===== config.mk =====
export PLATFORM = sky130hd
export DESIGN_NAME = adder_arbiter
export DESIGN_NICKNAME = d
export VERILOG_FILES = /design/src/rtl/adder_arbiter.sv
export SDC_FILE = /design/constraint.sdc
export NUM_CORES = 1
export LEC_CHECK = 0
export CAP_MARGIN = 20
export CORE_MARGIN = 2
export CORE_UTILIZATION = 41
export CTS_BUF_LIST = sky130_fd_sc_hd__clkbuf_8 sky130_fd_sc_hd__clkbuf_16
export DETAILED_ROUTE_END_ITERATION = 12
export PLACE_DENSITY = 0.91
export SKIP_LAST_GASP = 1
export SLEW_MARGIN = 20
export SYNTH_ARGS = -nofsm -noshare
export SYNTH_HDL_FRONTEND = slang
export SYNTH_SLANG_ARGS = --single-unit

===== constraint.sdc =====
create_clock -name clk -period 2.87 [get_ports clk]
set_input_delay 0.574 -clock clk [delete_from_list [all_inputs] [get_ports clk]]
set_output_delay 0.574 -clock clk [all_outputs]
set_load 0.1 [all_outputs]

===== src/rtl/adder_arbiter.sv =====
// Round-robin scheduler sharing one external saturating adder among NREQ requesters.
// One operation in flight: IDLE accepts, EXEC captures the adder result, RESP returns it.
module adder_arbiter #(
   parameter int unsigned NREQ  = 4,
   parameter int unsigned WIDTH = 16
) (
   input  logic                  clk,
   input  logic                  rst_n,
   input  logic [NREQ-1:0]       req_valid,
   output logic [NREQ-1:0]       req_ready,
   input  logic [NREQ*WIDTH-1:0] req_a,
   input  logic [NREQ*WIDTH-1:0] req_b,
   output logic [NREQ-1:0]       resp_valid,
   input  logic [NREQ-1:0]       resp_ready,
   output logic [WIDTH-1:0]      resp_data,
   output logic                  resp_zr,
   output logic                  resp_neg,
   output logic                  resp_ov,
   output logic                  busy,
   output logic [WIDTH-1:0]      add_in1,
   output logic [WIDTH-1:0]      add_in2,
   input  logic [WIDTH-1:0]      add_out,
   input  logic                  add_zr,
   input  logic                  add_neg,
   input  logic                  add_ov
);

   localparam int unsigned IDW = (NREQ > 1) ? $clog2(NREQ) : 1;

   localparam logic [1:0] S_IDLE = 2'd0;
   localparam logic [1:0] S_EXEC = 2'd1;
   localparam logic [1:0] S_RESP = 2'd2;

   logic [1:0]       state_q, state_d;
   logic [IDW-1:0]   rr_ptr_q, rr_ptr_d;
   logic [IDW-1:0]   gnt_id_q, gnt_id_d;
   logic [WIDTH-1:0] add_in1_q, add_in1_d;
   logic [WIDTH-1:0] add_in2_q, add_in2_d;
   logic [WIDTH-1:0] resp_data_q, resp_data_d;
   logic             resp_zr_q, resp_zr_d;
   logic             resp_neg_q, resp_neg_d;
   logic             resp_ov_q, resp_ov_d;
   logic [NREQ-1:0]  resp_valid_q, resp_valid_d;
   logic             busy_q, busy_d;

   logic             found_c;
   logic [IDW-1:0]   grant_c;
   logic [IDW:0]     idx_c;
   logic [WIDTH-1:0] a_sel_c;
   logic [WIDTH-1:0] b_sel_c;
   logic [NREQ-1:0]  req_ready_c;

   // Search downward so the requester closest to rr_ptr (smallest offset) wins.
   always_comb begin
      found_c = 1'b0;
      grant_c = '0;
      idx_c   = '0;
      for (int k = int'(NREQ) - 1; k >= 0; k--) begin
         idx_c = {1'b0, rr_ptr_q} + (IDW+1)'(k);
         if (idx_c >= (IDW+1)'(NREQ)) idx_c = idx_c - (IDW+1)'(NREQ);
         if (req_valid[idx_c[IDW-1:0]]) begin
            found_c = 1'b1;
            grant_c = idx_c[IDW-1:0];
         end
      end
   end

   // Operand mux for the granted requester.
   always_comb begin
      a_sel_c = '0;
      b_sel_c = '0;
      for (int unsigned i = 0; i < NREQ; i++) begin
         if (grant_c == IDW'(i)) begin
            a_sel_c = req_a[i*WIDTH +: WIDTH];
            b_sel_c = req_b[i*WIDTH +: WIDTH];
         end
      end
   end

   // Next-state and datapath control.
   always_comb begin
      state_d      = state_q;
      rr_ptr_d     = rr_ptr_q;
      gnt_id_d     = gnt_id_q;
      add_in1_d    = add_in1_q;
      add_in2_d    = add_in2_q;
      resp_data_d  = resp_data_q;
      resp_zr_d    = resp_zr_q;
      resp_neg_d   = resp_neg_q;
      resp_ov_d    = resp_ov_q;
      resp_valid_d = resp_valid_q;
      busy_d       = busy_q;
      req_ready_c  = '0;
      case (state_q)
         S_IDLE: begin
            if (found_c) begin
               req_ready_c = NREQ'(1) << grant_c;
               add_in1_d   = a_sel_c;
               add_in2_d   = b_sel_c;
               gnt_id_d    = grant_c;
               state_d     = S_EXEC;
               busy_d      = 1'b1;
            end
         end
         S_EXEC: begin
            resp_data_d  = add_out;
            resp_zr_d    = add_zr;
            resp_neg_d   = add_neg;
            resp_ov_d    = add_ov;
            resp_valid_d = NREQ'(1) << gnt_id_q;
            state_d      = S_RESP;
         end
         S_RESP: begin
            if (resp_ready[gnt_id_q]) begin
               resp_valid_d = '0;
               busy_d       = 1'b0;
               state_d      = S_IDLE;
               rr_ptr_d     = (gnt_id_q == IDW'(NREQ - 1)) ? '0 : gnt_id_q + IDW'(1);
            end
         end
         default: begin
            resp_valid_d = '0;
            busy_d       = 1'b0;
            state_d      = S_IDLE;
         end
      endcase
   end

   always_ff @(posedge clk or negedge rst_n) begin
      if (!rst_n) begin
         state_q      <= S_IDLE;
         rr_ptr_q     <= '0;
         gnt_id_q     <= '0;
         add_in1_q    <= '0;
         add_in2_q    <= '0;
         resp_data_q  <= '0;
         resp_zr_q    <= 1'b0;
         resp_neg_q   <= 1'b0;
         resp_ov_q    <= 1'b0;
         resp_valid_q <= '0;
         busy_q       <= 1'b0;
      end else begin
         state_q      <= state_d;
         rr_ptr_q     <= rr_ptr_d;
         gnt_id_q     <= gnt_id_d;
         add_in1_q    <= add_in1_d;
         add_in2_q    <= add_in2_d;
         resp_data_q  <= resp_data_d;
         resp_zr_q    <= resp_zr_d;
         resp_neg_q   <= resp_neg_d;
         resp_ov_q    <= resp_ov_d;
         resp_valid_q <= resp_valid_d;
         busy_q       <= busy_d;
      end
   end

   // Accept is combinational but forced low while reset is asserted.
   assign req_ready  = rst_n ? req_ready_c : '0;
   assign resp_valid = resp_valid_q;
   assign resp_data  = resp_data_q;
   assign resp_zr    = resp_zr_q;
   assign resp_neg   = resp_neg_q;
   assign resp_ov    = resp_ov_q;
   assign busy       = busy_q;
   assign add_in1    = add_in1_q;
   assign add_in2    = add_in2_q;

endmodule


# Word level (Yosys, flattened, before mapping)
# Index checks and enable logic that the tools add are counted.
# word_totals
ff_bits,62
word_cells,89
inputBits,157
# classes
n_mux,42
n_lt_le_gt_ge,9
shift,2
n_addsub,8
eq_ne,8
bitwise,2
n_reduce_logical,7
# op_table
cell,count
$mux W16,8
$mux W2,11
$mux W4,4
$lt A2 B3 Y1 const B,5
$pmux W4 S3,1
$mux W1,11
$bmux W1 S2,5
$ge A3 B3 Y1 const B,3
$eq A2 B2 Y1 const B,4
$reduce_and A2 Y1,4
$shl A1 B2 Y4 const A,2
$sub A2 B1 Y2 const B,4
$add A2 B2 Y3 const B,2
$pmux W2 S3,1
$eq A2 B1 Y1 const B,2
$logic_not A2 Y1,2
$ne A2 B2 Y1 const B,2
$add A2 B1 Y3 const B,1
$ge A2 B3 Y1 const B,1
$pmux W1 S3,1
$reduce_and A3 Y1,1
$add A2 B1 Y2 const B,1
$not A1 Y1,2

# Longest topological paths before layout
# logic_depth
ltp_word,14
mapped_depth,7
depth_no_buf,5

# Least setup slack after synthesis
# Ideal clock, no wire load.
# synth_timing
path_kind,input to output
startpoint,input port req_valid[2]
endpoint,output port req_ready[0]
t_required_ns,2.296
path_buffers,1
path_stages,6
t_arrival_ns,2.739
path_slack_ns,-0.443
path_cell_list,nor4_1 or3_1 inv_2 clkbuf_1 nand3_1 nor2_1
# synth_via
elab_chain_cells,10
elab_cells_between_ends,20
classes_between,shift: 1; mux: 19
# synth_rtl
element,line,source
start: declaration,9,"input logic [NREQ-1:0] req_valid,"
$bmux W1 S2,61,if (req_valid[idx_c[IDW-1:0]]) begin
$mux W1 (not written as such),61,
$mux W2 (4 in series),61,
$shl A1 B2 Y4,97,req_ready_c = NREQ'(1) << grant_c;
$mux W4 (*),96,if (found_c) begin
$mux W4 (*),94,case (state_q)
$mux W4 (*),158,assign req_ready = rst_n ? req_ready_c : '0;
end: declaration,10,"output logic [NREQ-1:0] req_ready,"
# Every way passes the cells marked *; elsewhere a longest branch is shown, timed or not. The select of a mux whose other input is x is not followed.

# Worst setup path in the final report
# layout_timing
startpoint,input port req_valid[0]
endpoint,output port req_ready[0]
# Same word-level chain as after synthesis.

==> impl_results.md <==
- Result of the run: finished clean
- Post-CTS setup buffer count: 0
- Wire length of the first global-routing pass: 18.45 mm
- Total cell area at the placement stage: 5749 sq um
- Number of endpoints failing setup at the final stage: 0
- Total DRC errors in the routed layout: 0
- Final number of hold-violating endpoints: 0
- Final sum of negative setup slack: 0 ns
- Startpoint kind of the worst setup timing path: input pin
- Fillers: 625
- Number of buffers inserted during clock tree synthesis: 9
- Number of synthesized flops with an enable pin: 0
- Core Box Area: approximately 8600 sq um
- Total power divided by cell area: 1370 nW/um^2
- Post-CTS clock slew at the launch and capture registers of the worst setup and hold paths: 0.06 ns
- Sequential cell area fraction in the yosys report: between 40% and 50%
- Seq cells post-synth: a little over 60
- Peak VDD IR: 0.6753 mV
- Area share of fa/ha/maj cells after synthesis: 1.397%
- RD Place Congestion: 0.8140
- Antenna cell count: 0
- Critical path's top delay family: simple AND/OR/NAND/NOR gates
- Simple-gate portion of the synthesized area: 12.36%
- Antenna-violating nets left: 0
- Critical Path Sink Type: primary output
- Area of the die: 9500 sq um
- Signal arrival time at the worst endpoint: around 2.3 ns
- Area growth from synthesis to final layout: 66.64%
- Combined buffer and inverter count along the critical path: 2
- Net Count, Synth: 474
- Top flip-flop cell by instance count after synthesis: dfrtp_1
- Combinational family with the most area after synthesis: multiplexers
- Per-cell via count in the routed design: 5.492
- Fin crit period: 2.821 ns
- Mux share of post-synthesis cell area: 21.13%
- Most common cell after layout, fill and taps aside: clkdlybuf4s50_1
- Data required, critical path: about 2.3 ns
- Post-synth design cell area: roughly 3600 sq um
- Global-route total usage across every layer: 24.19%
- FFs w/ async S/R, synth: 100.0%
- Count of unique library cells instantiated by Yosys: 43
- Worst-path cell with the longest stage delay: clkdlybuf4s50_1
- Hold Path Class: input pin to async pin
- Overall Power: 8.177 mW
- Total via count after detailed routing: 3,526
- Maximum single-stage delay on the critical path: between 0.4 and 0.5 ns
- Post-layout worst setup margin: 0.04885 ns
- Critical Path Fanout Max: 3
- Average routed wire per standard cell: 17.84 um
- Total number of H-tree levels: 3
- Number of pins exceeding their max-slew limit in the final report: 0
- Total Wirelength: about 11 mm
- Cts repair resizes: 0
- Number of standard cells after synthesis: 313
- Path type of the worst setup path: input pin to primary output
- First-pass iteration count of the detailed router: 6
- Top post-synthesis cells by area: dfrtp_1 43%, mux2_4 8.8%, nand3_1 7.0%, o221a_1 6.9%, mux2_2 6.6%
- I/O Buffers: about 220
- Final hold slack: 0.05855 ns
- P_leak: 2.519 nW
- Most frequent cells in the layout: 155 x clkdlybuf4s50_1, 68 x buf_4, 62 x dfrtp_1
- Achievable frequency: around 350 MHz
- Share of layout cells above drive strength 1: 27.53%
- Number of antenna violations at the first check in global routing: 0
- Root buffer selected by CTS: clkbuf_8
- Share of the cycle needed by the critical path after routing: 98.30%
- Total number of yosys warnings: 0
- Synth area leader: dfrtp_1
- Ordered cell list for the critical path: clkdlybuf4s50_1 > and2_4 > o21a_1 > or3_1 > nand3_2 > nor2_1 > buf_12
- Count of clock tree sinks: 62
- Cts hold-fix bufs: 0
- X dimension of the die: slightly below 100 um
- Max Root-Sink Buffers: 2
- Height of the chip: 97.47 um
- Row count: 34
- Post-synthesis average cell area: ~11 sq um
- Number of DRC markers after the initial detailed-route iteration: 78
- Vias in the first global route: 3,880
- Skew-Pair Late Insertion Delay: 0.33 ns
- Maximum number of pins on one net before global-route repair: 61
- Final clock skew: 0.006647 ns
- Rel. slew slack: around a third
- Synth Area in XOR/XNOR: 0%
- Total overflow reported by the global router: 0
- Transition at the pin with the smallest max-transition slack: between 1 and 1.5 ns
- Compound-cell area share of the yosys netlist: between 10% and 20%
- HPWL after detailed placement: 8.962 mm
- Post-Place Setup Slack: -0.008075 ns
- Number of nets in the layout: between 600 and 700
- Starting utilization of the core area: around two fifths
- Unrepaired setup endpoints after global routing: yes
- Max Cap Viol: 0
- Top-level I/O count: 217
- Non-Filler Cell Area, Final: around 6000 sq um
- Fraction of synthesized cell area taken by the top area cell type: between 40% and 50%
- TritonCTS clock tree: done
[routing by layer]
layer  GRT usage [%]  part of all wire [%]  up-vias
met1           25.12                    36     1692
met5               0                     0        -
met2           43.55                    52      189
met4           10.47                   2.5        0
met3           8.921                   9.5       21
li1                -                     -     1624
[state kept, by name, indices dropped and copies added (netlist names)]
name        cells
rr_ptr_q        2
resp_data      16
resp_zr         1
resp_valid      4
busy            1
resp_neg        1
add_in2        16
gnt_id_q        2
resp_ov         1
state_q         2
add_in1        16
[cell usage after synthesis, drive strengths merged (5+ instances only)]
master / instances
buf: 11
clkbuf: 13
dfrtp: 62
inv: 6
mux2: 44
mux2i: 16
nand2: 14
nand2b: 5
nand3: 50
nor2: 6
o21ai: 27
o221a: 24
o221ai: 8
[cells by family (layout without fill, tap and decap cells)]
logic type               after synthesis  after routing
AND/OR/NAND/NOR                       83             83
AO/OA/AOI/OAI                         73             73
flip-flops                            62             62
multiplexers                          61             61
buffers and inverters                 30            251
adder cells (fa/ha/maj)                4              4
[power breakdown]
| part | internal (mW) | switching [mW] | leakage, nW | total, mW |
|---|---|---|---|---|
| clock network | 0.466 | 0.327 | 0.104 | 0.793 |
| logic | 1.67 | 4.11 | 1.69 | 5.77 |
| registers | 1.32 | 0.294 | 0.725 | 1.61 |
| total | 3.45 | 4.73 | 2.52 | 8.18 |
[stage by stage]
stage	utilization, %	std cells
after floorplan	-	313
after global placement	66.90	627
after detailed placement	66.90	627
after CTS	69.32	642
final	69.47	642
after global routing	69.47	642
[worst reg2reg max path, stage by stage, from the launching register on]
cell and delay (ns):
dfrtp_1 0.47, and2_4 0.20, o211a_4 0.27, nor2_8 0.19
buf_4 0.22, buf_4 0.27, mux2i_1 0.24, o221ai_1 0.13
[cell type report]
class / count / area, sq um / share of cell area [%]
Clock inverter: 3 / 42.54 / 0.7126
Inverter: 6 / 22.52 / 0.3773
Multi-Input combinational cell: 221 / 1866 / 31.25
Sequential cell: 62 / 1551 / 25.99
Tap cell: 108 / 135.1 / 2.264
Clock buffer: 12 / 165.2 / 2.767
Timing Repair Buffer: 230 / 2187 / 36.64
[final timing paths]
kind / startpoint / to / slack, ns / cells past startpoint
max reg2reg: rr_ptr_q[1] / add_in1[2] / 0.74 / 7
max: req_valid[0] / req_ready[0] / 0.05 / 7
min in group clk: add_in1[2] / add_in1[2] / 0.50 / 2
min reg2reg: add_in1[2] / add_in1[2] / 0.50 / 2
max in group asynchronous: rst_n / add_in2[12] / 1.87 / 2
min: rst_n / gnt_id_q[1] / 0.06 / 1
(Power assumes the default switching activity.)
